`config.mk`:
```
export PLATFORM = sky130hd
export DESIGN_NAME = store_buffer
export DESIGN_NICKNAME = d
export VERILOG_FILES = /design/src/rtl/store_buffer.sv
export SDC_FILE = /design/constraint.sdc
export NUM_CORES = 1
export LEC_CHECK = 0
export ABC_AREA = 1
export CORE_MARGIN = 4
export CORE_UTILIZATION = 40
export DETAILED_ROUTE_END_ITERATION = 8
export PLACE_DENSITY = 0.64
export SLEW_MARGIN = 20
export SYNTH_ARGS = -nofsm -noshare
export SYNTH_HDL_FRONTEND = slang
export SYNTH_SLANG_ARGS = --single-unit
```
`constraint.sdc`:
```
create_clock -name clock -period 1.9 [get_ports clock]
set_input_delay 0.285 -clock clock [delete_from_list [all_inputs] [get_ports clock]]
set_output_delay 0.285 -clock clock [all_outputs]
set_load 0.02 [all_outputs]
```
`src/rtl/store_buffer.sv`:
```
// Posted-store FIFO between the write stage and a single-master memory bus.
// Stores drain in acceptance order; a word-address snoop flags pending RAW hazards.
module store_buffer #(
    parameter int DEPTH = 4
) (
    input  logic        clock,
    input  logic        reset_n,
    input  logic        address_enable,
    input  logic [31:0] address,
    input  logic [31:0] data,
    output logic        data_valid,
    output logic        bus_write,
    output logic [31:0] bus_address,
    output logic [31:0] bus_writedata,
    input  logic        bus_waitrequest,
    input  logic [31:0] snoop_address,
    output logic        snoop_hit,
    output logic        empty,
    output logic        full
);
    localparam int IDX_W = $clog2(DEPTH);
    localparam int CNT_W = IDX_W + 1;
    localparam logic [CNT_W-1:0] FULL_CNT = CNT_W'(DEPTH);

    logic [29:0]      addr_q [DEPTH];
    logic [31:0]      data_q [DEPTH];
    logic [DEPTH-1:0] valid_q, valid_d;
    logic [IDX_W-1:0] head_q, head_d, tail_q, tail_d;
    logic [CNT_W-1:0] count_q, count_d;
    logic             accept, pop;

    // Byte-offset bits carry no meaning for word-granular stores and snoops.
    logic unused_bits;
    assign unused_bits = ^{address[1:0], snoop_address[1:0]};

    assign empty         = (count_q == '0);
    assign full          = (count_q == FULL_CNT);
    assign data_valid    = reset_n && address_enable && !full;
    assign accept        = data_valid;
    assign bus_write     = !empty;
    assign pop           = bus_write && !bus_waitrequest;
    assign bus_address   = {addr_q[head_q], 2'b00};
    assign bus_writedata = data_q[head_q];

    always_comb begin
        head_d  = head_q;
        tail_d  = tail_q;
        count_d = count_q;
        valid_d = valid_q;
        if (pop) begin
            head_d          = head_q + 1'b1;
            valid_d[head_q] = 1'b0;
        end
        if (accept) begin
            tail_d          = tail_q + 1'b1;
            valid_d[tail_q] = 1'b1;
        end
        case ({accept, pop})
            2'b10:   count_d = count_q + 1'b1;
            2'b01:   count_d = count_q - 1'b1;
            default: count_d = count_q;
        endcase
    end

    // The entry being accepted this cycle is not yet in valid_q, so it never hits.
    always_comb begin
        snoop_hit = 1'b0;
        for (int i = 0; i < DEPTH; i++) begin
            if (valid_q[i] && (addr_q[i] == snoop_address[31:2])) begin
                snoop_hit = 1'b1;
            end
        end
    end

    always_ff @(posedge clock or negedge reset_n) begin
        if (!reset_n) begin
            head_q  <= '0;
            tail_q  <= '0;
            count_q <= '0;
            valid_q <= '0;
            for (int i = 0; i < DEPTH; i++) begin
                addr_q[i] <= '0;
                data_q[i] <= '0;
            end
        end else begin
            head_q  <= head_d;
            tail_q  <= tail_d;
            count_q <= count_d;
            valid_q <= valid_d;
            if (accept) begin
                addr_q[tail_q] <= address[31:2];
                data_q[tail_q] <= data;
            end
        end
    end
endmodule

```
=== Yosys cells after proc, flatten, opt, wreduce, memory -nomap -nowiden ===
Cells that the tools add are included.

* $add $sub $neg: 4
* Magnitude comparators: 7
* Eq/ne operators: 7
* Multiplexer cells: 23
* Bitwise logic cells: 5
* Reduce and logical (&&, ||, !) cells: 15

{| class="wikitable"
|+ Operator list
! cell !! number
|-
| 128-bit bitwise mux || 1
|-
| 120-bit bitwise mux || 1
|-
| 30-bit equality test || 4
|-
| 32-bit 2-to-1 mux || 3
|-
| 30-bit 2-to-1 mux || 3
|-
| 32-bit binary-select mux with 2-bit select || 1
|-
| 32-bit demux with 2-bit select || 1
|-
| 30-bit binary-select mux with 2-bit select || 1
|-
| 30-bit demux with 2-bit select || 1
|-
| 1-bit logical AND || 10
|-
| 4-bit 2-to-1 mux || 2
|-
| 3-bit >= comparator, second input constant || 2
|-
| 2-bit by 3-bit less-than comparator with 1-bit output, second input constant || 2
|-
| 1-bit 2-to-1 mux || 6
|-
| 2-bit NOT with 3-bit output || 2
|-
| 3-bit case mux with 2 select lines || 1
|-
| 2-bit by 1-bit adder with 2-bit output, second input constant || 2
|-
| 4-bit AND || 1
|-
| 1-bit demux with 2-bit select || 2
|-
| 2-bit by 1-bit >= comparator with 1-bit output, second input constant || 2
|-
| 4-bit NOT || 1
|-
| 4-bit bitwise OR || 1
|-
| 3-bit by 1-bit adder with 3-bit output, second input constant || 1
|-
| 3-bit equality test, second input constant || 1
|-
| 7 further kinds || 9
|}

* Register bits after elaboration: 259
* Bits of input ports: 100
* Output and inout bits: 69
* Word-level logic and storage cells: 73

=== Longest topological paths before layout ===
Gate-level depths: netlist (run 1).

* Depth after elaboration: 9
* Mapped depth: 11
* Mapped depth without buffers: 10

=== Worst setup path after synthesis (run 1) ===
No wires, ideal clock.

* Path kind: flip-flop to flip-flop
* From: reg count_q[0]
* To: reg count_q[1]
* Library setup time: 0.083 ns
* Arrival: 2.149 ns
* Required time: 1.817 ns
* Setup slack: -0.331 ns
* Cell stages (with the launch flop): 7
* Path buffers: 0
* Period minus slack after synthesis: 2.231 ns
* Cells stage by stage: dfrtp_1 > nor3_1 > nor2_1 > ha_1 > inv_1 > fa_1 > o21ai_0

* Longest elaborated chain between the ends: 5
* Elaborated cells between the ends (all ways): 12
* Those cells by class: add/sub (2); eq/ne (3); mux (1); reduce/logical (6)

{| class="wikitable"
|+ RTL lines
! item !! RTL line !! text
|-
| start: declaration || 29 || <nowiki>logic [CNT_W-1:0] count_q, count_d;</nowiki>
|-
| start signal: assignment || 88 || <nowiki>count_q <= count_d;</nowiki>
|-
| 3-bit logical NOT (*) || 36 || <nowiki>assign empty = (count_q == '0);</nowiki>
|-
| net empty || 18 || <nowiki>output logic empty,</nowiki>
|-
| 1-bit logical NOT (*) || 40 || <nowiki>assign bus_write = !empty;</nowiki>
|-
| 1-bit logical AND (*) || 41 || <nowiki>assign pop = bus_write && !bus_waitrequest;</nowiki>
|-
| 2-bit by 1-bit equality test with 1-bit output / 2-bit equality test (equally long branches) || 58 || <nowiki>case ({accept, pop})</nowiki>
|-
| 3-bit case mux with 2 select lines / 2-bit nonzero test (equally long branches) || -- ||
|}

The timed path passes the listed nets; every way through them passes the cells marked *.
A chain may end at the register's enable or synchronous reset.

=== Worst setup path after layout (run 1) ===
* From: reg head_q[0]
* To: out bus_address[22]

* Longest elaborated chain between the ends: 4

{| class="wikitable"
|+ RTL lines
! item !! RTL line !! text
|-
| start: declaration || 28 || <nowiki>logic [IDX_W-1:0] head_q, head_d, tail_q, tail_d;</nowiki>
|-
| start signal: assignment || 77 || <nowiki>head_q <= '0;</nowiki>
|-
| start signal: assignment || 86 || <nowiki>head_q <= head_d;</nowiki>
|-
| 2-bit NOT with 3-bit output (implied by the code) || 42 || <nowiki>assign bus_address = {addr_q[head_q], 2'b00};</nowiki>
|-
| 30-bit binary-select mux with 2-bit select || 42 ||
|-
| 30-bit 2-to-1 mux (implied by the code) (2 in series) || 42 ||
|-
| end: declaration || 13 || <nowiki>output logic [31:0] bus_address,</nowiki>
|}

No other way between the ends. The select of a mux whose other input is x is not followed.

==> results of run 1 <==
## sequential cells by signal, summed over array words and instances, names as in the netlist
| name | cells |
|---|---|
| data_q | 128 |
| addr_q | 120 |
| valid_q | 4 |
| count_q | 3 |
| head_q | 2 |
| tail_q | 2 |
## logic make-up after synthesis
group,synth area share (%)
compound gates,18.9
xor+xnor,1.10
simple gates,21.2
fa+ha+maj,0.984
flops,48.1
other cells,0.0278
buf+inv,9.71
## layout by cell type (no fill, tap or decap), types with 3 or more instances in the layout
cell type / count
nand2_4: 6
nand2_2: 8
buf_4: 197
buf_12: 31
clkbuf_1: 7
nor2_1: 119
ha_1: 8
buf_16: 8
a21oi_4: 5
clkinv_2: 3
clkbuf_8: 7
inv_1: 183
inv_2: 7
a21oi_2: 42
nand2_1: 571
o22ai_1: 16
a21oi_1: 37
o21ai_0: 280
bufinv_16: 3
nor2_4: 7
xor2_1: 7
nor2_2: 25
buf_6: 48
clkbuf_16: 36
xnor2_1: 8
o21ai_4: 8
clkdlybuf4s50_1: 93
o21ai_1: 60
o22ai_2: 16
dfrtp_2: 3
o21ai_2: 35
nand3_1: 4
dfrtp_1: 255
buf_8: 3
## power breakdown
part / leakage, nW / internal (W) / switching [W]
Clock: 0.480 / 0.00348 / 0.00235
Combinational: 5.84 / 0.00977 / 0.0112
Sequential: 3.24 / 0.00812 / 0.00207
## metrics by stage
| step | setup WS, ns | utilization, % | power (W) | cells |
|---|---|---|---|---|
| 6_report | -0.404 | 58.8 | 0.0370 | 2609 |
| 5_1_grt | -0.462 | 58.8 | 0.0394 | 2609 |
| 4_1_cts | -0.413 | 56.2 | 0.0347 | 2587 |
| 3_5_place_dp | -0.840 | 50.9 | 0.0265 | 2511 |
| 3_3_place_gp | -0.869 | 50.9 | 0.0262 | 2511 |
| 2_1_floorplan | -0.0804 | - | 0.0184 | 1818 |
## final cells by class
| type | instances | area, sq um |
|---|---|---|
| clock buffers | 43 | 848 |
| clock inverters | 7 | 125 |
| fillers | 3047 | 13500 |
| inverters | 192 | 752 |
| multi-input cells | 1272 | 6430 |
| flip-flops and latches | 259 | 6490 |
| well taps | 442 | 553 |
| repair buffers | 393 | 4110 |
| repair inverters | 1 | 20.0 |
## worst paths after layout
kind                                   end  slack (ns)
setup / recovery           bus_address[22]       -0.40
hold / removal                  addr_q[10]        0.31
max in group asynchronous       count_q[0]        0.32
hold reg to reg                 data_q[87]        0.48
min in group asynchronous       data_q[75]        0.47
setup reg to reg                count_q[2]       -0.07
## per-layer routing
layer | vias up | track usage (%) | share of wire (%)
met5 | - | 0 | 0.056
met4 | 4 | 7.46 | 3.0
met3 | 75 | 5.39 | 7.1
met2 | 430 | 41.4 | 48
met1 | 6389 | 33.3 | 42
li1 | 6444 | - | -
## worst reg2reg max path, stage by stage (launching register included)
cell,delay [ns]
dfrtp_2,0.41
buf_6,0.13
nor3_4,0.18
buf_6,0.14
nor2_8,0.05
inv_2,0.06
ha_4,0.12
inv_2,0.04
fa_2,0.35
a21oi_2,0.14
o21ai_1,0.09
xor2_1,0.14
## what timing repair did
| item | 4_1_cts | 5_1_grt |
|---|---|---|
| endpoints found under the setup margin | 67 | 105 |
| gates cloned | 11 | 9 |
| hold buffers | 1 | 0 |
| resized for setup | 508 | 163 |
| setup buffers | 16 | 15 |
| pin swaps | 29 | 43 |
| endpoints found under the hold margin | 198 | 0 |
==> metrics, run 1 <==
outcome complete, but fails checks; failing checks setup timing; Synthesis Warnings 0; DRC 0; Slowest Stage Delay on Critical Path approximately 0.52 ns; CTS tree yes; worst hold path class in2reg; Static Leak approximately 9.6 nW; detail-routed via count per cell between 5 and 6; wire length per cell roughly 18 microns; Setup WS post-layout -0.404 ns; hold path startpoint address[12]; Yosys top cell by area dfrtp_1; clock sinks 259; fin nets 2258; pin count of the biggest net entering global routing approximately 170; Synth top cells by count 581 x nand2_1, 360 x o21ai_0, 259 x dfrtp_1; initial antenna violation count 2; RR Startpoint count_q[1]; first-pass GRT wire length 71.7 mm; Tmin final between 2 and 2.5 ns; Critical Path, Cell by Cell buf_12 > inv_16 > buf_12 > buf_12 > o21ai_2 > a21oi_1 > a21oi_1 > buf_4; Yosys reg bits ~260; Die H 192 microns; clk buf depth 3; Yosys top cell area share between 40% and 50%; CP max stage cell dfrtp_4; CTS clk-pin slew, worst paths 0.06 ns; io pins 169; EDFF count, synth 0; Layout area overhead 43.4%; Detailed Route Iter0 Violations roughly 1000; FMAX between 400 and 500 MHz; Cell Pwr Density roughly 1900 nW/um^2; WP data required 1.62 ns; Worst path most repeated cell buf_12; Fin Hold WS around 0.31 ns; VDD IR max 1130 uV; Final Hold Viols 0; max_slew headroom between 30% and 40%; CP top delay family buffers and inverters; diode count 0; placed cell area 16700 sq um; Synth Area per Inst approximately 7.4 sq um; max-cap violations 0; Synth area leaders dfrtp_1 48%, nand2_1 16%, o21ai_0 13%; H-tree levels 1; top-count cell post-synth nand2_1; Crit. path cell count 8; layout cell share with drive strength beyond 1 about a quarter; GRT Util Overall 25.1%; Pre-antenna DRT Iters 5; Core Box Area approximately 33000 sq um; final HPWL from detailed placement a little over 30 mm; final setup fails 64; routability cong. roughly 1; period utilization 121%; total negative setup slack -20.82 ns; Horiz. Die Dim roughly 190 microns; CP startpoint head_q[0]; CTS buffer count 29; Worst Path Buf+Inv 5; row count 66; Distinct cells, synth 27; Routed Antenna Nets 0; Register-to-Register Path Depth 11; CTS Root Cell clkbuf_16; sequential fraction of the synthesis area 48.1%; die area about 37000 sq um; worst skew pair latency between 0.5 and 0.6 ns; Worst Clk Skew between 0.02 and 0.03 ns; IO buf count between 150 and 200; starting density of the core around two fifths; CP Class reg2out; Finished Cell Area 19300 sq um; final wirelength about 48 mm; Synth async-reset ratio 100%; Critical Path Fanout Max 8; via count 13300; vias in the first global route around 13000; Worst EP arrival ~2 ns; synthesized area 13500 sq um; Worst Tran Pin Value around 0.98 ns; global route total overflow 0; RSZ-0062 raised after global routing true; cell count after synthesis ~1800; Most used DFF post-synth dfrtp_1; hold depth 3; Critical Path End Type output port; Slew Limit Fails 0; startpoint types flip-flop
(Power assumes the default switching activity.)
==> run 2: changes to the inputs <==
Settings changed: CORE_MARGIN 4 to 1, CTS_BUF_LIST set to sky130_fd_sc_hd__clkbuf_16.
==> run 2 against run 1 <==
Compared with the run above:
- the flow still finishes with violations (setup timing)
- sequential share of layout area up 0.49 points
- worst hold slack better by 0.0055 ns
- die area down 6.2%
- setup slack better by 0.020 ns
- combinational power down 4%
- final cell count about the same
- non-clock buffer count down 8
- routed wire length down 2.1%
- clock skew down 0.0047 ns
- sequential cell count unchanged
- core utilization down 0.86 points
- via count down 0.19%
- highest routed layer is now met4
==> metrics, run 2 (synthesis gave the netlist of run 1 again) <==
pin count of the biggest net entering global routing 141 (-18%); sequential cell area 6490 sq um (about the same); Detailed Route Iter0 Violations 1063 (+2.9%); worst skew pair latency 0.58 ns (about the same); IO buf count 162 (unchanged); VDD IR max 1110 uV (-1.9%); fin nets 2251 (-0.31%); met2 Track Usage GR 43.9% (+2.5 points); Setup WS post-layout -0.384 ns (+0.0196 ns); worst hold path class in2reg; Tmin final 2.28 ns (-0.0196 ns); GRT Util Overall 26.4% (+1.3 points); max_slew headroom 41.8% (+6.9 points); Slowest Stage Delay on Critical Path 0.56 ns (+0.04 ns); failing checks setup timing; Fin Hold WS 0.319 ns (+0.00551 ns); Final Hold Viols 0 (unchanged); total power 0.0356 W (-3.7%); RSZ-0062 raised after global routing true; FMAX 438 MHz (+0.86%); Critical Path Fanout Max 9 (+1); Core Box Area 32900 sq um (unchanged); final HPWL from detailed placement 30.2 mm (-2.9%); max-cap violations 0 (unchanged); period utilization 120% (-1.0 points); Worst Tran Pin Value 0.874 ns (-0.104 ns); Layout area overhead 41.3%; CP max stage cell dfrtp_4; startpoint types flip-flop; Regs by FF count data_q: 128 flops, addr_q: 120 flops, valid_q: 4 flops; clock sinks 259 (unchanged); Pre-antenna DRT Iters 5 (unchanged); Worst Clk Skew 0.0250 ns (-0.00473 ns); first-pass GRT wire length 69.5 mm (-3.0%); most frequent cells in the layout 554 x nand2_1, 291 x o21ai_0, 257 x dfrtp_1, 193 x buf_4, 184 x inv_1; clk buf depth 3 (unchanged); CTS Root Cell clkbuf_16; detail-routed via count per cell 5.11 (-0.11%); wire length per cell 18.0 microns (-2.0%); initial antenna violation count 1 (-1); starting density of the core 41.0% (unchanged); area of the multi-input gates 6300 sq um (-1.9%); final wirelength 46.9 mm (-2.1%); CTS clk-pin slew, worst paths 0.06 ns (about the same); row count 66 (unchanged); H-tree levels 1 (unchanged); Die H 186 microns (-3.1%); met1 global-route usage 35.9% (+2.5 points); layout cell share with drive strength beyond 1 23.0% (-0.74 points); io pins 169 (unchanged); filler cell count 3046 (-0.033%); max reg flops 128 (unchanged); vias in the first global route 12400 (-2.9%); most common cell after layout, fill and taps aside nand2_1; WP data required 1.62 ns (about the same); routability cong. 1.01 (+1.2%); Static Leak 9.51 nW (-0.55%); CTS buffer count 30 (+3.4%); Worst EP arrival 2.00 ns (-0.02 ns); outcome complete, but fails checks; Critical Path, Cell by Cell inv_12 > buf_12 > buf_12 > o21ai_2 > a21oi_2 > a21oi_2 > buf_4; CTS tree yes; Slew Limit Fails 0 (unchanged); CP Class reg2out; Critical Path End Type output port; via count 13300 (-0.19%); DRC 0 (unchanged); Routed Antenna Nets 0 (unchanged); die area 34400 sq um (-6.2%); grt met3 use 3.27% (-2.1 points); Biggest register data_q; busiest layer in global routing met2; global route total overflow 0 (unchanged); Horiz. Die Dim 186 microns (-3.1%); Cell Pwr Density 1870 nW/um^2 (-2.3%); total negative setup slack -20.08 ns (+0.741 ns); final setup fails 64 (unchanged)
run 2: worst max-delay path, delay by kind of cell, from the launching register on:
kind / cells / cell delay, ns
buf+inv: 4 / 0.61
flops: 1 / 0.56
compound gates: 3 / 0.23
run 2: layout make-up:
type	count	area share, %
multi-input cells	1272	33.1
clock inverters	24	0.821
repair inverters	1	0.0460
clock buffers	30	3.94
repair buffers	385	21.2
well taps	442	2.90
diodes	2	0.0263
flip-flops and latches	259	34.1
inverters	192	3.86
run 2: routing by layer:
layer | up-vias | routed length [microns]
met3 | 76 | 3010
met4 | 0 | 1390
li1 | 6437 | -
met1 | 6317 | 20300
met2 | 487 | 22200
met5 | - | 0
run 2: power breakdown:
part,internal (W),leakage [nW],switching [W]
combinational,0.00929,5.80,0.0108
sequential,0.00812,3.24,0.00206
clock,0.00299,0.462,0.00237
total,0.0204,9.51,0.0152
run 2: final timing paths:
| kind | start | endpoint | slack [ns] | cells past startpoint |
|---|---|---|---|---|
| max in group asynchronous | reset_n | addr_q[32] | 0.79 | 3 |
| hold / removal | data[14] | data_q[46] | 0.32 | 3 |
| hold reg to reg | data_q[68] | data_q[68] | 0.48 | 2 |
| min in group asynchronous | reset_n | addr_q[83] | 0.37 | 3 |
| setup reg to reg | count_q[1] | count_q[2] | 0.03 | 9 |
| setup / recovery | head_q[0] | bus_address[15] | -0.38 | 7 |
run 2: through the flow:
step,setup slack (ns),instances,cell area [sq um],util [%]
floorplan,-0.0804,1818,13500,-
global placement,-0.929,2506,16800,51.0
detailed placement,-0.913,2506,16800,51.0
CTS,-0.412,2586,18100,55.2
global route,-0.455,2605,19000,57.9
finish,-0.384,2607,19000,57.9
run 2: what timing repair did:
| action | 4_1_cts | 5_1_grt |
|---|---|---|
| setup buffers | 14 | 15 |
| hold buffers | 1 | 0 |
| pin swaps | 14 | 51 |
| cloned | 11 | 9 |
| gates resized for setup | 410 | 215 |
| setup endpoints to repair | 67 | 73 |
| endpoints found under the hold margin | 259 | 0 |
==> run 3: changes to the inputs <==
Settings changed: REMOVE_ABC_BUFFERS set to 1.
==> run 3 against run 2 <==
Compared with the run above:
- register-to-register slack worse by 0.05 ns
- die area is the same
- non-clock buffer count is 7 higher
- highest routed layer is now met5
- maximum frequency about the same
- total power grew 4.0%
- sequential share of layout area decreased by 0.89 points
- combinational power is 5% higher
- critical path type unchanged
- clock power increased by 6.0%
- clock skew is 0.015 ns lower
- count of clock-buffer cells in the layout stayed put
- the flow still finishes with violations (setup timing)
- global-route usage shrank 0.99 points
- critical endpoint is now bus_address[22]
- worst hold slack worse by 0.088 ns
==> metrics, run 3 (synthesis gave the netlist of run 1 again) <==
Critical Path End Type output port; Internal 0.0213 W (+4.5%); Worst Tran Pin Value 0.928 ns (+0.0539 ns); cell count after placement 2521 (+0.60%); Horiz. Die Dim 186 microns (unchanged); Cell Pwr Density 1900 nW/um^2 (+1.2%); layout cell share with drive strength beyond 1 26.0% (+2.9 points); Biggest register data_q; global route total overflow 0 (unchanged); FMAX 438 MHz (about the same); Layout area overhead 45.1%; first-pass GRT wire length 68.1 mm (-2.1%); io pins 169 (unchanged); CP top delay family buffers and inverters; row count 66 (unchanged); placed cell area 16900 sq um (+0.91%); Finished Cell Area 19600 sq um (+2.7%); Static Leak 9.63 nW (+1.3%); final wirelength 45.0 mm (-4.2%); Final Hold Viols 0 (unchanged); Seq pwr share 27.5% (-1.1 points); GRT Util Overall 25.4% (-0.99 points); WP data required 1.62 ns (about the same); Routed Antenna Nets 0 (unchanged); wire length per cell 17.2 microns (-4.5%); DRC 0 (unchanged); CTS tree yes; final HPWL from detailed placement 28.8 mm (-4.7%); IO buf count 162 (unchanged); CTS buffer count 30 (unchanged); final setup fails 64 (unchanged); CTS clk-pin slew, worst paths 0.06 ns (about the same); NetSw 0.0157 W (+3.3%); die area 34400 sq um (unchanged); VDD IR max 1260 uV (+13%); max-cap violations 0 (unchanged); max_slew headroom 38.2% (-3.6 points); most frequent cells in the layout 566 x nand2_1, 264 x o21ai_0, 256 x dfrtp_1, 191 x inv_1, 185 x buf_4; Die H 186 microns (unchanged); Tmin final 2.28 ns (-0.00159 ns); Worst Path Buf+Inv 5 (+1); Core Box Area 32900 sq um (unchanged); Critical Path Fanout Max 7 (-2); Regs by FF count data_q: 128 flops, addr_q: 120 flops, valid_q: 4 flops; Slew Limit Fails 0 (unchanged); H-tree levels 1 (unchanged); pin count of the biggest net entering global routing 155 (+9.9%); total negative setup slack -18.89 ns (+1.19 ns); via count 13300 (-0.075%); Worst Clk Skew 0.00972 ns (-0.0153 ns); sw frac 42.5% (-0.30 points); vias in the first global route 12700 (+2.0%); CP max stage cell dfrtp_4; combinational power share 57.2% (+0.8 points); CP Class reg2out; Worst EP arrival 2.00 ns (about the same); most common cell after layout, fill and taps aside nand2_1; Slowest Stage Delay on Critical Path 0.54 ns (-0.02 ns); failing checks setup timing; clock sinks 259 (unchanged); initial antenna violation count 3 (+2); Setup WS post-layout -0.382 ns (+0.00159 ns); outcome complete, but fails checks; startpoint types flip-flop; fin cells 2615 (+0.31%); worst skew pair latency 0.56 ns (-0.02 ns); Pre-antenna DRT Iters 6 (+1); CTS Root Cell clkbuf_16; period utilization 120% (about the same); max reg flops 128 (unchanged); Clock power frac 15.3% (+0.3 points); routability cong. 1.01 (-0.24%); starting density of the core 41.0% (unchanged); Detailed Route Iter0 Violations 890 (-16%); RSZ-0062 raised after global routing true; clk buf depth 3 (unchanged); worst hold path class in2async; final core utilization 59.5% (+1.6 points); fin nets 2258 (+0.31%); detail-routed via count per cell 5.09 (-0.38%); Critical Path, Cell by Cell clkinv_8 > buf_12 > buf_16 > buf_8 > a21oi_4 > a21oi_2 > buf_4
-- run 3: changes by cell type in the layout (fill, tap and decap cells not counted), sizes merged --
cell           previous run  this run
inv                     197       198
bufinv                    1         3
clkdlybuf4s15             1         0
diode                     2         1
dlymetal6s2s              7         1
clkinv                   18        17
clkdlybuf4s50            87        93
bufbuf                    1         0
clkbuf                   40        36
buf                     278       291
-- run 3: stage by stage --
step           hold slack (ns)  total power [W]  worst slack (ns)
6_report                 0.232           0.0371            -0.382
5_1_grt                  0.256           0.0395            -0.440
4_1_cts                  0.225           0.0342            -0.395
3_5_place_dp             0.206           0.0265            -0.945
3_3_place_gp             0.210           0.0262            -0.952
2_1_floorplan          -0.0106           0.0179             -2.10
-- run 3: final timing paths --
| path | cells past startpoint | start | endpoint | slack [ns] |
|---|---|---|---|---|
| min in group clock | 3 | data[31] | data_q[127] | 0.33 |
| worst min register to register | 2 | data_q[45] | data_q[45] | 0.48 |
| max in group asynchronous | 4 | reset_n | head_q[0] | 0.53 |
| worst max-delay path | 7 | head_q[0] | bus_address[22] | -0.38 |
| worst min-delay path | 3 | reset_n | addr_q[68] | 0.23 |
| worst max register to register | 10 | count_q[0] | count_q[2] | -0.02 |
-- run 3: power by group through the flow --
stage	combinational [W]	clock (W)	sequential [W]
finish	0.0212	0.00568	0.0102
global route	0.0229	0.00599	0.0105
CTS	0.0184	0.00578	0.00998
detailed placement	0.0166	0	0.00989
global placement	0.0164	0	0.00980
floorplan	0.00815	0	0.00976
-- run 3: area by class of cell --
class | instances | area (sq um)
fillers | 3002 | 13300
multi-input cells | 1272 | 6710
flip-flops and latches | 259 | 6490
repair buffers | 392 | 4100
clock buffers | 30 | 751
inverters | 192 | 738
well taps | 442 | 553
clock inverters | 26 | 209
repair inverters | 1 | 11.3
diodes | 1 | 2.50
-- run 3: what timing repair did --
action                                 in CTS  in global routing
endpoints found under the hold margin       3                  0
cloned                                      7                  7
pin swaps                                  44                 42
gates resized for setup                   521                240
setup buffers                              13                 13
setup endpoints to repair                  68                 67
hold buffers                                1                  0
-- run 3: tightest hold or removal path: stages --
cell           delay, ns
dlygate4sd3_1       0.57
buf_8               0.12
buf_4               0.16
-- run 3: layer usage --
| layer | global-route usage (%) | vias up | part of all wire [%] |
|---|---|---|---|
| met5 | 0 | - | 0.069 |
| met4 | 6.30 | 4 | 2.4 |
| met3 | 4.46 | 73 | 7.0 |
| met2 | 42.2 | 455 | 48 |
| met1 | 34.2 | 6320 | 43 |
| li1 | - | 6455 | - |
